$ cat config.mk
export PLATFORM = sky130hd
export DESIGN_NAME = npu_load_ctrl_flat
export DESIGN_NICKNAME = d
export VERILOG_FILES = /design/src/rtl/npu_load_ctrl_if.sv /design/src/rtl/npu_load_ctrl.sv /design/src/flat_wrapper.sv
export SDC_FILE = /design/constraint.sdc
export NUM_CORES = 1
export LEC_CHECK = 0
export ABC_AREA = 1
export CELL_PAD_IN_SITES_DETAIL_PLACEMENT = 0
export CELL_PAD_IN_SITES_GLOBAL_PLACEMENT = 2
export CORE_MARGIN = 8
export CORE_UTILIZATION = 27
export DETAILED_ROUTE_END_ITERATION = 8
export GPL_ROUTABILITY_DRIVEN = 1
export MAX_ROUTING_LAYER = met4
export PLACE_DENSITY = 0.84
export SLEW_MARGIN = 5
export SYNTH_ARGS = -nofsm -noshare
export SYNTH_HDL_FRONTEND = slang
export SYNTH_SLANG_ARGS = --single-unit
$ cat constraint.sdc
create_clock -name clk -period 3.5 [get_ports clk]
set_input_delay 0.7 -clock clk [delete_from_list [all_inputs] [get_ports clk]]
set_output_delay 0.7 -clock clk [all_outputs]
set_load 0.01 [all_outputs]
$ cat src/rtl/npu_load_ctrl_if.sv
// -----------------------------------------------------------------------------
// npu_load_ctrl_if
//
// Bundles the signals around the NPU load controller:
//   host bus      : chipselect, write, read, address[1:0], writedata[31:0]
//                   (host -> controller), readdata[31:0] (controller -> host)
//   memory load   : load_valid, load_phase[1:0], load_addr[14:0],
//                   load_data[31:0] (controller -> weight/image memories)
//   compute hooks : npu_start, irq (controller -> system),
//                   npu_done (NPU core -> controller)
//
// Modports:
//   slave  : the controller's view (npu_load_ctrl)
//   master : the host / system view (bus master, testbench)
//
// Clock and reset are kept out of the interface and stay plain ports.
// -----------------------------------------------------------------------------
interface npu_load_ctrl_if;

    // Host register bus
    logic        chipselect;
    logic        write;
    logic        read;
    logic [1:0]  address;
    logic [31:0] writedata;
    logic [31:0] readdata;

    // Memory load stream
    logic        load_valid;
    logic [1:0]  load_phase;
    logic [14:0] load_addr;
    logic [31:0] load_data;

    // Compute control
    logic        npu_start;
    logic        npu_done;
    logic        irq;

    modport slave (
        input  chipselect,
        input  write,
        input  read,
        input  address,
        input  writedata,
        output readdata,
        output load_valid,
        output load_phase,
        output load_addr,
        output load_data,
        output npu_start,
        input  npu_done,
        output irq
    );

    modport master (
        output chipselect,
        output write,
        output read,
        output address,
        output writedata,
        input  readdata,
        input  load_valid,
        input  load_phase,
        input  load_addr,
        input  load_data,
        input  npu_start,
        output npu_done,
        input  irq
    );

endinterface : npu_load_ctrl_if

$ cat src/rtl/npu_load_ctrl.sv
// -----------------------------------------------------------------------------
// npu_load_ctrl
//
// Host-driven loader and sequencer for a small NPU. The host arms the block,
// streams image words, conv weight bytes and dense weight words through the
// DATA register, and each accepted word is re-issued one cycle later as a
// single-cycle memory write (load_valid / load_phase / load_addr / load_data).
// Once all three phases are full the block waits in READY for a start command,
// pulses npu_start, waits for npu_done and then holds irq until the host
// clears it.
//
// Parameters:
//   IMG_WORDS   : image words per load           (default 225)
//   CONV_BYTES  : conv weight bytes per load     (default 18816, <= 32768)
//   DENSE_WORDS : dense weight words per load    (default 4203)
//
// Ports:
//   clk   : sole clock, rising edge
//   reset : synchronous, active-low
//   bus   : npu_load_ctrl_if.slave
//           host registers (address): 0 CTRL, 1 DATA, 2 STATUS, 3 COUNT
//           CTRL bits: [3] abort, [0] arm, [1] start, [2] irq_clear
//           STATUS   : {27'b0, irq, err, state[2:0]}
//           COUNT    : {17'b0, counter[14:0]}
//
// Every output is driven straight from a flop.
// -----------------------------------------------------------------------------
module npu_load_ctrl #(
    parameter int IMG_WORDS   = 225,
    parameter int CONV_BYTES  = 18816,
    parameter int DENSE_WORDS = 4203
) (
    input  logic                 clk,
    input  logic                 reset,
    npu_load_ctrl_if.slave       bus
);

    // Host register map
    localparam logic [1:0] REG_CTRL   = 2'd0;
    localparam logic [1:0] REG_DATA   = 2'd1;
    localparam logic [1:0] REG_STATUS = 2'd2;
    localparam logic [1:0] REG_COUNT  = 2'd3;

    // Counter value of the last word in each phase. The counter is 15 bits
    // wide and is cleared on the last word, so it never wraps as long as
    // every phase length fits in 32768 entries.
    localparam logic [14:0] IMG_LAST   = 15'(IMG_WORDS - 1);
    localparam logic [14:0] CONV_LAST  = 15'(CONV_BYTES - 1);
    localparam logic [14:0] DENSE_LAST = 15'(DENSE_WORDS - 1);

    // The encoding is host-visible through STATUS, so the values are fixed.
    // The LOAD_* encodings double as the load_phase tag (1 image, 2 conv,
    // 3 dense).
    typedef enum logic [2:0] {
        IDLE       = 3'd0,
        LOAD_IMG   = 3'd1,
        LOAD_CONV  = 3'd2,
        LOAD_DENSE = 3'd3,
        READY      = 3'd4,
        RUN        = 3'd5,
        DONE       = 3'd6
    } state_t;

    // -------------------------------------------------------------------------
    // State and output registers
    // -------------------------------------------------------------------------
    state_t      state;
    logic [14:0] counter;
    logic        err;
    logic        irq_q;
    logic        load_valid_q;
    logic [1:0]  load_phase_q;
    logic [14:0] load_addr_q;
    logic [31:0] load_data_q;
    logic        npu_start_q;
    logic [31:0] readdata_q;

    // -------------------------------------------------------------------------
    // Host strobe decode
    // -------------------------------------------------------------------------
    logic host_wr;
    logic wr_ctrl;
    logic wr_data;
    logic rd_en;
    logic ctrl_abort;
    logic ctrl_arm;
    logic ctrl_start;
    logic ctrl_clear;

    assign host_wr    = bus.chipselect & bus.write;
    assign wr_ctrl    = host_wr & (bus.address == REG_CTRL);
    assign wr_data    = host_wr & (bus.address == REG_DATA);
    assign rd_en      = bus.chipselect & bus.read;

    assign ctrl_abort = bus.writedata[3];
    assign ctrl_arm   = bus.writedata[0];
    assign ctrl_start = bus.writedata[1];
    assign ctrl_clear = bus.writedata[2];

    // -------------------------------------------------------------------------
    // Per-phase terminal count, successor state and load word formatting
    // -------------------------------------------------------------------------
    logic [14:0] phase_last;
    state_t      phase_next;
    logic [31:0] load_word;

    // NOTE: every variable written in always_comb gets a default first, so no
    // path through the case can leave it unassigned and infer a latch.
    always_comb begin
        phase_last = IMG_LAST;
        phase_next = LOAD_CONV;
        load_word  = bus.writedata;
        case (state)
            LOAD_IMG: begin
                phase_last = IMG_LAST;
                phase_next = LOAD_CONV;
            end
            LOAD_CONV: begin
                phase_last = CONV_LAST;
                phase_next = LOAD_DENSE;
                // Conv weights are byte-wide; only the low byte is stored.
                load_word  = {24'b0, bus.writedata[7:0]};
            end
            LOAD_DENSE: begin
                phase_last = DENSE_LAST;
                phase_next = READY;
            end
            default: ;
        endcase
    end

    // -------------------------------------------------------------------------
    // Read data mux (registered below)
    // -------------------------------------------------------------------------
    logic [31:0] read_mux;

    always_comb begin
        read_mux = 32'b0;
        case (bus.address)
            REG_STATUS: read_mux = {27'b0, irq_q, err, state};
            REG_COUNT:  read_mux = {17'b0, counter};
            default:    read_mux = 32'b0;
        endcase
    end

    // -------------------------------------------------------------------------
    // Controller FSM with registered outputs
    //
    // CTRL priority is abort > arm > start > clear. The states in which each
    // command is legal do not overlap except for abort and start in READY, so
    // checking abort first in READY is enough to honour the priority; an
    // illegal higher-priority bit never masks a legal lower one.
    // -------------------------------------------------------------------------
    // NOTE: sequential state uses non-blocking assignments only, so every flop
    // samples the pre-edge value of every other flop regardless of order.
    always_ff @(posedge clk) begin
        if (!reset) begin
            state        <= IDLE;
            counter      <= '0;
            err          <= 1'b0;
            irq_q        <= 1'b0;
            load_valid_q <= 1'b0;
            load_phase_q <= 2'd0;
            load_addr_q  <= '0;
            load_data_q  <= '0;
            npu_start_q  <= 1'b0;
            readdata_q   <= '0;
        end else begin
            // Strobes default low; the load fields hold their last value and
            // are only meaningful alongside load_valid.
            load_valid_q <= 1'b0;
            npu_start_q  <= 1'b0;

            if (rd_en) begin
                readdata_q <= read_mux;
            end

            case (state)
                IDLE: begin
                    if (wr_ctrl && ctrl_arm) begin
                        state   <= LOAD_IMG;
                        counter <= '0;
                        err     <= 1'b0;
                    end else if (wr_data) begin
                        err <= 1'b1;
                    end
                end

                LOAD_IMG, LOAD_CONV, LOAD_DENSE: begin
                    if (wr_ctrl && ctrl_abort) begin
                        state   <= IDLE;
                        counter <= '0;
                    end else if (wr_data) begin
                        load_valid_q <= 1'b1;
                        load_phase_q <= state[1:0];
                        load_addr_q  <= counter;
                        load_data_q  <= load_word;
                        // The last word keeps its own phase tag and address;
                        // the following phase starts again at address 0.
                        if (counter == phase_last) begin
                            counter <= '0;
                            state   <= phase_next;
                        end else begin
                            counter <= counter + 15'd1;
                        end
                    end
                end

                READY: begin
                    if (wr_ctrl && ctrl_abort) begin
                        state   <= IDLE;
                        counter <= '0;
                    end else if (wr_ctrl && ctrl_start) begin
                        npu_start_q <= 1'b1;
                        state       <= RUN;
                    end else if (wr_data) begin
                        err <= 1'b1;
                    end
                end

                RUN: begin
                    // npu_done is only looked at once the start pulse is over,
                    // so a done level left over from a previous job cannot end
                    // this one on the pulse cycle itself.
                    if (!npu_start_q && bus.npu_done) begin
                        state <= DONE;
                        irq_q <= 1'b1;
                    end
                    if (wr_data) begin
                        err <= 1'b1;
                    end
                end

                DONE: begin
                    if (wr_ctrl && ctrl_clear) begin
                        irq_q <= 1'b0;
                        state <= IDLE;
                    end else if (wr_data) begin
                        err <= 1'b1;
                    end
                end

                default: begin
                    state   <= IDLE;
                    counter <= '0;
                end
            endcase
        end
    end

    // -------------------------------------------------------------------------
    // Output drive
    // -------------------------------------------------------------------------
    assign bus.readdata   = readdata_q;
    assign bus.load_valid = load_valid_q;
    assign bus.load_phase = load_phase_q;
    assign bus.load_addr  = load_addr_q;
    assign bus.load_data  = load_data_q;
    assign bus.npu_start  = npu_start_q;
    assign bus.irq        = irq_q;

endmodule : npu_load_ctrl

$ cat src/flat_wrapper.sv
// flat-port wrapper written by rule: the top's interface ports become plain ports
module npu_load_ctrl_flat 
#(
    parameter int IMG_WORDS   = 225,
    parameter int CONV_BYTES  = 18816,
    parameter int DENSE_WORDS = 4203
)
  (clk, reset, bus_chipselect, bus_write, bus_read, bus_address, bus_writedata, bus_readdata, bus_load_valid, bus_load_phase, bus_load_addr, bus_load_data, bus_npu_start, bus_npu_done, bus_irq);
  npu_load_ctrl_if bus_i ();
  input  logic clk;
  input  logic reset;
  input wire logic [$bits(bus_i.chipselect)-1:0] bus_chipselect;
  input wire logic [$bits(bus_i.write)-1:0] bus_write;
  input wire logic [$bits(bus_i.read)-1:0] bus_read;
  input wire logic [$bits(bus_i.address)-1:0] bus_address;
  input wire logic [$bits(bus_i.writedata)-1:0] bus_writedata;
  output wire logic [$bits(bus_i.readdata)-1:0] bus_readdata;
  output wire logic [$bits(bus_i.load_valid)-1:0] bus_load_valid;
  output wire logic [$bits(bus_i.load_phase)-1:0] bus_load_phase;
  output wire logic [$bits(bus_i.load_addr)-1:0] bus_load_addr;
  output wire logic [$bits(bus_i.load_data)-1:0] bus_load_data;
  output wire logic [$bits(bus_i.npu_start)-1:0] bus_npu_start;
  input wire logic [$bits(bus_i.npu_done)-1:0] bus_npu_done;
  output wire logic [$bits(bus_i.irq)-1:0] bus_irq;
  assign bus_i.chipselect = bus_chipselect;
  assign bus_i.write = bus_write;
  assign bus_i.read = bus_read;
  assign bus_i.address = bus_address;
  assign bus_i.writedata = bus_writedata;
  assign bus_readdata = bus_i.readdata;
  assign bus_load_valid = bus_i.load_valid;
  assign bus_load_phase = bus_i.load_phase;
  assign bus_load_addr = bus_i.load_addr;
  assign bus_load_data = bus_i.load_data;
  assign bus_npu_start = bus_i.npu_start;
  assign bus_i.npu_done = bus_npu_done;
  assign bus_irq = bus_i.irq;
  npu_load_ctrl #(.IMG_WORDS(IMG_WORDS), .CONV_BYTES(CONV_BYTES), .DENSE_WORDS(DENSE_WORDS)) u_core (.clk(clk), .reset(reset), .bus(bus_i));
endmodule
# --- Word level (Yosys, flattened, before mapping) ---
# Index checks and enable logic that the tools add are counted.
word_totals:
  inputBits: 40
  wordCells: 89
  out_inout_bits: 84
  ff_bits: 103
op_classes:
  eq_ne: 20
  reduce_logical: 19
  n_bitwise: 9
  add_sub_neg: 1
  n_mux: 30
op_table:
  columns: ["operator", "n"]
  rows:
  - ["$mux 15", 5]
  - ["$pmux 15 s2", 2]
  - ["$pmux 15 s4", 1]
  - ["$mux 32", 1]
  - ["$mux 3", 8]
  - ["$add 15x1->15 const B", 1]
  - ["$eq 15x15->1", 1]
  - ["$pmux 3 s5", 1]
  - ["$eq 3x3->1 const B", 3]
  - ["$mux 1", 9]
  - ["$ne 3x1->1 const B", 3]
  - ["$reduce_or 3->1", 3]
  - ["$ne 2x1->1 const B", 4]
  - ["$reduce_and 4->1", 2]
  - ["$eq 3x2->1 const B", 2]
  - ["$ne 2x2->1 const B", 3]
  - ["$pmux 3 s2", 1]
  - ["$reduce_and 3->1", 2]
  - ["$reduce_and 6->1", 1]
  - ["$logic_and 1x1->1", 5]
  - ["$not 1->1", 5]
  - ["$and 1x1->1", 4]
  - ["$eq 2x2->1 const B", 2]
  - ["$pmux 1 s4", 1]
  - ["9 further kinds", 9]

# --- Logic depth before layout (Yosys ltp) ---
# Gate-level depths: netlist of run 1.
logic_depth:
  word_depth: 7
  ltp_mapped: 13
  ltp_nobuf: 11

# --- Least setup slack after synthesis of run 1 ---
# No wires, ideal clock.
synth_timing:
  path_type: "input port to flip-flop"
  startpoint: "input bus_address[1]"
  endpoint: "register u_core.counter[11]"
  setup_time_ns: 0.114
  setup_slack_ns: 1.749
  path_stages: 9
  n_path_buf: 1
  arrival_ns: 1.637
  required_ns: 3.386
  path_cell_list: "nor2_4 nand3_4 nand2_2 nand3_4 nor2_8 nand2_1 nand2_2 buf_6 nor2_1"
synth_between:
  elab_chain_len: 5
  elab_cells_between_ends: 12
  classes_between: "eq/ne: 4; mux: 2; bitwise: 2; reduce/logical: 4"
synth_lines:
  columns: ["item", "line_no", "source"]
  rows:
  - ["start, declared", "flat_wrapper.sv:15", "input wire logic [$bits(bus_i.address)-1:0] bus_address;"]
  - ["$logic_not 2->1", "npu_load_ctrl.sv:91", "assign wr_ctrl = host_wr & (bus.address == REG_CTRL);"]
  - ["$and 1x1->1", "npu_load_ctrl.sv:91", null]
  - ["$logic_and 1x1->1, on equally long branches", "npu_load_ctrl.sv:190, npu_load_ctrl.sv:210, npu_load_ctrl.sv:180", null]
  - ["$ne 3x1->1 (no source line), or another cell as far along", null, null]
  - ["$reduce_and 4->1 (no source line) or $pmux 15 s4 (tied branches)", null, null]
  - ["end signal, assigned", "npu_load_ctrl.sv:204", "counter <= counter + 15'd1;"]
  - ["end, declared", "npu_load_ctrl.sv:68", "logic [14:0] counter;"]
# Several ways; a longest one is shown, not always the timed one.
# A chain may end at the register's enable or synchronous reset.

# --- Worst setup path in the final report of run 1 ---
layout_timing:
  startpoint: "input bus_address[1]"
  endpoint: "register u_core.load_addr_q[10], in the netlist u_core.bus.load_addr[10]"
layout_between:
  elab_chain_len: 5
  elab_cells_between_ends: 7
  classes_between: "eq/ne: 1; bitwise: 3; reduce/logical: 3"
layout_lines:
  columns: ["item", "line_no", "source"]
  rows:
  - ["$logic_not 2->1", "npu_load_ctrl.sv:91", null]
  - ["$and 1x1->1", "npu_load_ctrl.sv:91", null]
  - ["$logic_and 1x1->1", "npu_load_ctrl.sv:190", "if (wr_ctrl && ctrl_abort) begin"]
  - ["$not 1->1 (no source line)", null, null]
  - ["$reduce_and 3->1 (no source line) (*)", null, null]
  - ["end signal, assigned", "npu_load_ctrl.sv:196", "load_addr_q <= counter;"]
  - ["end, declared", "npu_load_ctrl.sv:73", "logic [14:0] load_addr_q;"]
# Mark *: on every way between the ends. The rest lies on a longest branch, timed or not.

==> results of run 1 <==
## tightest hold or removal path, delay by kind of cell, from the launching register on
family / cells / cell delay (ns)
flops: 1 / 0.31
simple gates: 1 / 0.06
compound gates: 1 / 0.06
## power breakdown
part | internal (uW) | switching [uW] | leakage [uW]
clock | 585 | 377 | 0.000142
combinational | 171 | 281 | 0.00122
sequential | 1020 | 37.2 | 0.000694
## metrics by stage
stage               hold WS [ns]  worst slack, ns  utilization [%]
floorplan                  0.469             1.75                -
global placement           0.456            0.877             34.7
detailed placement         0.461            0.820             34.7
CTS                        0.471             1.18             36.7
global route               0.489            0.966             36.7
finish                     0.471             1.18             36.7
## path summary, 6_finish.rpt
path	cells past startpoint	to	startpoint	slack, ns
max reg2reg	7	u_core.bus.load_addr[10]	u_core.state[0]	1.32
max	8	u_core.bus.load_addr[10]	bus_address[1]	1.18
min reg2reg	2	u_core.bus.readdata[3]	u_core.bus.readdata[3]	0.47
min	2	u_core.bus.readdata[3]	u_core.bus.readdata[3]	0.47
## routing by layer
layer,up-vias,global-route usage [%],part of all wire (%)
met5,-,-,0
met4,0,2.75,0.75
met3,8,5.84,8.0
met2,102,20.1,43
met1,1689,17.5,48
li1,1845,-,-
## area by class of cell
cell class	instances	area, um^2
Clock buffer	13	260
Clock inverter	1	30.0
Fill cell	1503	9050
Inverter	32	123
Multi-Input combinational cell	372	1820
Sequential cell	86	1720
Tap cell	184	230
Timing Repair Buffer	108	1070
## cell usage after synthesis
library cell	count	area (um^2)
nor2_1	72	270
nand3_2	1	10.0
buf_2	8	40.0
nand2_2	6	37.5
clkbuf_1	11	41.3
inv_1	22	82.6
o21ai_1	13	65.1
nor3_1	4	20.0
nand3b_1	1	7.51
a31oi_1	1	6.26
nand3_1	45	225
buf_4	18	135
inv_2	9	33.8
o21bai_1	1	7.51
nand2_1	98	368
nor3_4	1	16.3
o211ai_1	1	7.51
buf_6	5	56.3
inv_4	1	6.26
conb_1	1	3.75
dfxtp_1	86	1720
nor2_4	2	22.5
a21oi_1	28	140
nor2_8	1	20.0
nor3b_2	1	12.5
nor3_2	1	10.0
o21ai_0	40	200
buf_1	2	7.51
o22ai_1	4	25.0
nand4_1	7	43.8
nand3_4	3	52.6
xor2_1	7	61.3
ha_1	1	12.5
nand2_4	1	11.3
nor2_2	5	31.3
a22oi_1	10	75.1
## cell families (layout without fill, tap and decap cells)
family                   Yosys count  after routing  synth area share, %
AND/OR/NAND/NOR                  249            249                 29.8
AO/OA/AOI/OAI                     98             98                 13.5
flip-flops                        86             86                 44.3
buffers and inverters             76            154                 10.4
XOR/XNOR                           7              7                 1.58
adder cells (fa/ha/maj)            1              1                0.322
other                              1             17               0.0965
## flip-flops by register name, summed over array words and instances (netlist names)
signal,count
u_core.bus.npu_start,1
u_core.bus.irq,1
u_core.state,3
u_core.bus.load_phase,2
u_core.err,1
u_core.bus.load_data,32
u_core.bus.load_valid,1
u_core.bus.load_addr,15
u_core.counter,15
u_core.bus.readdata,15
==> results.cfg, run 1 <==
[clock_network]
ctsResizeCount = 0
cts_buffer_depth = 2
cts_hold_buf = 0
cts_setup_buffers = 0
clock_sinks = 86
root_buffer = clkbuf_16
path_clk_slew_ns = 0.06
h-tree-depth = 3
clk_latency_ns = 0.34
cts_tree = built
cts_buffers = 9

[timing]
post-route-min-period_ns = 2.32
skew_ns = 0.00578
worst_slew_pin_slew_ns = 0.745
period_share_pct = 66.4
rsz0062_at_grt = false
hold_viol = 0
setup_violations = 0
max_freq_mhz = 431
drv_slew = 0
max_slew_margin_pct = 50.1
tns_ns = 0

[setup_path]
critPathMaxStageDelay_ns = 0.59
crit_buf_inv = 2
slowest_stage = clkdlybuf4s50_1
worstSetupStartpointType = input port
worstSetupPathType = in -> reg
cp.required_ns = 3.73
critPathMaxFanout = 36
critPathTopFamily = buffers and inverters
cp-end-kind = flip-flop
crit_chain = clkdlybuf4s50_1 > nor2_4 > nand3_4 > nand2_2 > nor2_4 > inv_2 > nor2_1 > nor2_1
worstPathArrival_ns = 2.56

[floorplanning]
core-area_um2 = 14300
num_rows = 44
fp.dieW_um = 136
ios = 124
dieArea_um2 = 18500
initial_utilization_pct = 27.2
die_y_um = 136

[drt]
drt_iter0_markers = 194
vias = 3644
drc = 0
ant_nets = 0
first_pass_iters = 4
drt-vias-per-instance = 4.58
route.final.wire_length_mm = 12.1
wl_per_cell_um = 15.2

[place]
dpl_cell_area_um2 = 4970
place.detailed.hpwl_mm = 8.77
io_buffers = 106
place_inst = 782
gp_congestion = 0.829

[yosys]
ys_ff_latch = 86
ys_types = 36
ys_seq_area_share_pct = 44.3
postSynthAreaPerCell_um2 = 7.50
syn_area_um2 = 3890
yosysWarnings = 0
syn-instance-count = 518

[pwr]
p_leak_uw = 0.00206
irDropWorstVdd_mv = 0.305
powerDensity_nw_per_um2 = 469
power.total_uw = 2470

[finish]
layout-drive-gt1-share_pct = 7.68
fin_area_um2 = 5260
stdcell_count = 796
layout_common_cells = clkdlybuf4s50_1, nand2_1, dfxtp_1
antenna_cells = 0
final_common_cell = clkdlybuf4s50_1
area_growth_pct = 35.3
layout.nets = 650

[run_status]
outcome = finished clean

[grt]
grtUsageTotal_pct = 13.8
grt_pass1_vias = 3735
grt_pass1_wl_mm = 19.8
grt-ovfl-total = 0
grt_max_degree = 38
antenna_found_initial = 0

[job]
drv_cap = 0

[min_path]
min_path_type = reg -> reg
(Power assumes the default switching activity.)
==> run 2, diff against run 1 <==
--- a/config.mk
+++ b/config.mk
@@ -9,11 +9,11 @@
 export CELL_PAD_IN_SITES_DETAIL_PLACEMENT = 0
 export CELL_PAD_IN_SITES_GLOBAL_PLACEMENT = 2
 export CORE_MARGIN = 8
-export CORE_UTILIZATION = 27
+export CORE_UTILIZATION = 25
 export DETAILED_ROUTE_END_ITERATION = 8
 export GPL_ROUTABILITY_DRIVEN = 1
 export MAX_ROUTING_LAYER = met4
-export PLACE_DENSITY = 0.84
+export PLACE_DENSITY = 0.79
 export SLEW_MARGIN = 5
 export SYNTH_ARGS = -nofsm -noshare
 export SYNTH_HDL_FRONTEND = slang
==> constraint.sdc (replaced) <==
create_clock -name clk -period 2.2 [get_ports clk]
set_input_delay 0.44 -clock clk [delete_from_list [all_inputs] [get_ports clk]]
set_output_delay 0.44 -clock clk [all_outputs]
set_load 0.01 [all_outputs]
==> run 2 against run 1 <==
Cell count rose by 2.9%. Total power is 65% higher. Setup slack got worse by 0.90 ns. Utilization is 0.95 points lower. First-iteration DRC count decreased by 31%. Global-route usage shrank 1.1 points. Die area is 7.0% higher. Sequential power grew 59%. Critical path type unchanged. Critical endpoint is now u_core.counter[11]. Largest power group unchanged. Highest routed layer unchanged.
==> results.cfg, run 2 (synthesized netlist as in run 1, its figures left out) <==
[clock_network]
h-tree-depth = 3
clock_sinks = 86
clk_latency_ns = 0.34
path_clk_slew_ns = 0.06
cts_buffers = 9
cts_tree = built
ctsResizeCount = 0
cts_buffer_depth = 2
root_buffer = clkbuf_16
cts_hold_buf = 0
cts_setup_buffers = 0

[finish]
layout_common_cells = clkdlybuf4s50_1, nand2_1, dfxtp_1
layout-drive-gt1-share_pct = 10.5
largest_reg_flops = 32
antenna_cells = 0
layout.nets = 667
fin_area_um2 = 5440
area_growth_pct = 40.0
final_common_cell = clkdlybuf4s50_1

[drt]
ant_nets = 0
drc = 0
wl_per_cell_um = 15.0
first_pass_iters = 4
drt_iter0_markers = 134
vias = 3664
route.final.wire_length_mm = 12.3
drt-vias-per-instance = 4.47

[floorplanning]
initial_utilization_pct = 25.6
num_rows = 45
ios = 124
core-area_um2 = 15200
die_y_um = 141
fp.dieW_um = 141
dieArea_um2 = 19800

[setup_path]
reg2reg_to = u_core.bus.load_addr[5]
reg2regPathDepth = 7
worstPathArrival_ns = 2.15
critPathMaxFanout = 13
rrSetupSlack_ns = 0.31
cp.required_ns = 2.42
worstSetupPathType = in -> reg
cp-end-kind = flip-flop
r2r_start = u_core.state[1]
worstSetupStartpointType = input port

[timing]
rsz0062_at_grt = false
worst_slack_ns = 0.273
tns_ns = 0
drv_slew = 0
worst_slew_pin_slew_ns = 0.613
skew_ns = 0.00733
max_freq_mhz = 519
hold_viol = 0
setup_violations = 0
period_share_pct = 87.6
max_slew_margin_pct = 59.1
hold-worst-slack_ns = 0.466
post-route-min-period_ns = 1.93

[place]
io_buffers = 106
place.detailed.hpwl_mm = 9.34
dp_slack_ns = -0.0736
gp_congestion = 0.828
dpl_cell_area_um2 = 5140

[run_status]
outcome = finished clean

[min_path]
hp-start = u_core.bus.readdata[0]
min_path_type = reg -> reg
holdPathStages = 2
holdPathEnd = u_core.bus.readdata[0]

[pwr]
irDropWorstVdd_mv = 0.385
p_leak_uw = 0.00216
powerDensity_nw_per_um2 = 746

[grt]
antenna_found_initial = 0
grt-ovfl-total = 0
grt_pass1_vias = 3631
grt_pass1_wl_mm = 19.5
grt_max_degree = 37
grtUsageTotal_pct = 12.8

[job]
drv_cap = 0
## run 2: cell types whose count changed in the layout (fill, tap and decap cells not counted), sizes merged
cell / change
buf: +17
clkinv: +1
clkinvlp: +1
## run 2: per-stage QoR
step,total power (uW),util [%],instances
global route,4250,35.8,819
finish,4060,35.8,819
global placement,2530,33.8,803
floorplan,2210,-,534
CTS,4130,35.8,819
detailed placement,2530,33.8,803
## run 2: where the power goes
part | internal (uW) | total [uW] | switching (uW)
logic | 352 | 825 | 473
registers | 1620 | 1670 | 54.7
clock network | 941 | 1560 | 622
total | 2910 | 4060 | 1150
## run 2: worst max path at each step
stage                               start                 endpoint  slack, ns  depth (start not counted)
after CTS                  bus_address[1]       u_core.counter[11]       0.28                          9
after global routing      u_core.state[1]  u_core.bus.load_addr[6]       0.08                          7
after floorplan            bus_address[1]       u_core.counter[11]       0.71                          9
final                      bus_address[1]       u_core.counter[11]       0.27                          9
after detailed placement   bus_address[1]        u_core.counter[8]      -0.07                          9
after global placement     bus_address[1]        u_core.counter[6]      -0.05                          9
## run 2: area by class of cell
class | instances | area [um^2]
inverters | 32 | 123
multi-input cells | 372 | 1820
repair buffers | 125 | 1240
fillers | 1595 | 9760
flip-flops and latches | 86 | 1720
well taps | 188 | 235
clock buffers | 13 | 260
clock inverters | 3 | 42.5
## run 2: critical path: stages
cell             delay (ns)
clkdlybuf4s50_1        0.52
nor2_4                 0.21
nand3_1                0.15
nand2_1                0.13
nand2_4                0.08
nor2_8                 0.17
nand2_1                0.08
nand2_2                0.25
nor2_1                 0.10
## run 2: metal layers
metal  global-route usage, %  part of all wire [%]  vias to the layer above
li1                        -                     -                     1886
met1                    15.6                    47                     1665
met2                    18.4                    43                      101
met3                    5.57                   8.4                       12
met4                    4.24                   1.3                        0
met5                       -                     0                        -
==> run 3, diff against run 2 <==
--- a/config.mk
+++ b/config.mk
@@ -5,15 +5,14 @@
 export SDC_FILE = /design/constraint.sdc
 export NUM_CORES = 1
 export LEC_CHECK = 0
-export ABC_AREA = 1
 export CELL_PAD_IN_SITES_DETAIL_PLACEMENT = 0
 export CELL_PAD_IN_SITES_GLOBAL_PLACEMENT = 2
 export CORE_MARGIN = 8
-export CORE_UTILIZATION = 25
+export CORE_UTILIZATION = 27
 export DETAILED_ROUTE_END_ITERATION = 8
 export GPL_ROUTABILITY_DRIVEN = 1
 export MAX_ROUTING_LAYER = met4
-export PLACE_DENSITY = 0.79
+export PLACE_DENSITY = 0.81
 export SLEW_MARGIN = 5
 export SYNTH_ARGS = -nofsm -noshare
 export SYNTH_HDL_FRONTEND = slang
==> run 3 against run 2 <==
Count of clock-buffer cells in the layout shrank 2. Non-clock buffer count increased by 14. Total power fell by 14%. Sequential power fell by 4%. Flip-flop and latch count unchanged. Clock power shrank 3%. Synthesized cell count is 21% lower. Sequential share of layout area is 0.13 points lower. Die area is 9.5% lower. Synthesized area is 3.6% lower. Global-route usage up 0.12 points. Hold slack lost 0.0057 ns.
==> results.cfg, run 3 <==
[run_status]
outcome = finished clean

[setup_path]
cp.required_ns = 2.42
reg2regPathDepth = 6
rrSetupSlack_ns = 0.23
reg2reg_to = u_core.state[2]
worstPathArrival_ns = 2.34
critPathMaxFanout = 6
r2r_start = u_core.state[1]
worstSetupStartpointType = input port
cp-end-kind = flip-flop
worstSetupPathType = in -> reg

[floorplanning]
core-area_um2 = 13700
die_y_um = 134
dieArea_um2 = 17900
fp.dieW_um = 134
initial_utilization_pct = 27.3
num_rows = 43
ios = 124

[clock_network]
root_buffer = clkbuf_16
cts_hold_buf = 0
cts_buffer_depth = 2
clock_sinks = 86
path_clk_slew_ns = 0.06
clk_latency_ns = 0.33
cts_tree = built
h-tree-depth = 3
cts_buffers = 9

[yosys]
syn-instance-count = 411
ys_seq_area_share_pct = 45.9
synth_ff_type = dfxtp_1
synth_area_leaders = dfxtp_1, nand2_1, a22o_1
synth_top_cell_area_share_pct = 45.9
syn_area_um2 = 3750
yosysTopAreaCell = dfxtp_1
postSynthAreaPerCell_um2 = 9.12
ys_ff_latch = 86
synth_edf_count = 0
synthTopCellsByCount = dfxtp_1, nand2_1, a21boi_0, nor2_1, a22o_1
synth_most_common_cell = dfxtp_1
async_reset_ff_share_pct = 0
yosysWarnings = 0
ys_types = 58

[timing]
setup_violations = 0
max_freq_mhz = 472
hold_viol = 0
skew_ns = 0.00478
post-route-min-period_ns = 2.12
rsz0062_at_grt = false
drv_slew = 0
hold-worst-slack_ns = 0.461
worst_slack_ns = 0.0831
period_share_pct = 96.2

[place]
dp_slack_ns = -0.313
io_buffers = 106
dpl_cell_area_um2 = 5090
place.detailed.hpwl_mm = 8.23
gp_congestion = 0.809

[pwr]
power.total_uw = 3490
p_leak_uw = 0.00194
irDropWorstVdd_mv = 0.362
powerDensity_nw_per_um2 = 639

[min_path]
min_path_type = reg -> reg
hp-start = u_core.bus.load_addr[3]
holdPathStages = 2
holdPathEnd = u_core.bus.load_addr[3]

[grt]
grt_pass1_wl_mm = 18.1
grt-ovfl-total = 0
grtUsageTotal_pct = 12.9
antenna_found_initial = 0
grt_pass1_vias = 3252
grt_max_degree = 52

[finish]
layout.nets = 572
antenna_cells = 0
fin_area_um2 = 5470
largest_reg_flops = 32
layout-drive-gt1-share_pct = 12.5
area_growth_pct = 45.9
final_common_cell = clkdlybuf4s50_1
fillerInstances = 1386
layout_common_cells = clkdlybuf4s50_1, dfxtp_1, nand2_1

[job]
drv_cap = 0

[drt]
drt-vias-per-instance = 4.60
route.final.wire_length_mm = 11.3
first_pass_iters = 4
drt_iter0_markers = 137
wl_per_cell_um = 15.8
drc = 0
vias = 3297
ant_nets = 0
## run 3: cell count changes in the layout (fill, tap and decap cells not counted), moves of 9 or more
cell | before | now
a21boi_0 | 0 | 26
a21oi_1 | 28 | 5
a22o_1 | 0 | 24
buf_4 | 16 | 28
inv_1 | 22 | 6
inv_2 | 9 | 0
nand2_1 | 98 | 67
nand3_1 | 45 | 7
nor2_1 | 72 | 26
nor2b_1 | 0 | 12
o21ai_0 | 40 | 10
o21ai_1 | 13 | 1
xnor2_1 | 0 | 12
## run 3: worst max-delay path, cell delays in order
cell and delay (ns):
clkdlybuf4s50_1 0.52, and4bb_2 0.29, buf_4 0.15, a221oi_1 0.25
buf_4 0.16, a211oi_2 0.04, and3b_1 0.22, a32o_1 0.26
## run 3: cell type report
type | count | area [um^2] | area share (%)
Multi-Input combinational cell | 289 | 1830 | 33.5
Sequential cell | 86 | 1720 | 31.5
Timing Repair Buffer | 139 | 1370 | 25.0
Clock buffer | 11 | 243 | 4.44
Tap cell | 180 | 225 | 4.12
Clock inverter | 5 | 58.8 | 1.08
Inverter | 6 | 22.5 | 0.412
## run 3: cells by family after synthesis
group | Yosys count | synth area share [%]
buffers and inverters | 53 | 7.84
adders and majority gates | 1 | 0.334
muxes | 7 | 1.87
DFF | 86 | 45.9
xor gates and xnor gates | 14 | 3.27
other | 1 | 0.100
AOI/OAI and AO/OA | 95 | 20.1
and+or+nand+nor | 154 | 20.6
## run 3: metal layers
| layer | global-route usage [%] | share of wire, % | vias up |
|---|---|---|---|
| met5 | - | 0 | - |
| met4 | 3.56 | 0.69 | 0 |
| met3 | 4.11 | 6.3 | 8 |
| met2 | 19.1 | 44 | 107 |
| met1 | 16.5 | 49 | 1544 |
| li1 | - | - | 1638 |
## run 3: how the worst max path moves through the flow
stage	start	endpoint	slack [ns]	cells after the start
floorplan	bus_address[0]	u_core.state[1]	0.32	7
global placement	bus_chipselect	u_core.counter[14]	-0.27	7
detailed placement	bus_chipselect	u_core.counter[9]	-0.31	7
CTS	bus_chipselect	u_core.counter[9]	0.05	7
global route	bus_writedata[3]	u_core.counter[14]	0.005	7
finish	bus_address[1]	u_core.state[2]	0.08	8
## run 3: where the power goes
group | switching, uW | total [uW] | internal (uW)
Sequential | 26.1 | 1600 | 1570
Combinational | 176 | 370 | 194
Clock | 611 | 1520 | 911
Total | 814 | 3490 | 2680
## run 3: per-stage QoR
| step | util (%) | cells | TNS, ns |
|---|---|---|---|
| 4_1_cts | 39.3 | 711 | 0 |
| 2_1_floorplan | - | 427 | 0 |
| 3_5_place_dp | 37.1 | 695 | -5.50 |
| 6_report | 39.9 | 716 | 0 |
| 3_3_place_gp | 37.1 | 695 | -4.45 |
| 5_1_grt | 39.9 | 716 | 0 |
## run 3: repair_timing
item | 4_1_cts | 5_1_grt
resized for setup | 0 | 7
buffers inserted | 0 | 4
endpoints found under the hold margin | 0 | 0
setup endpoints to repair | 0 | 10
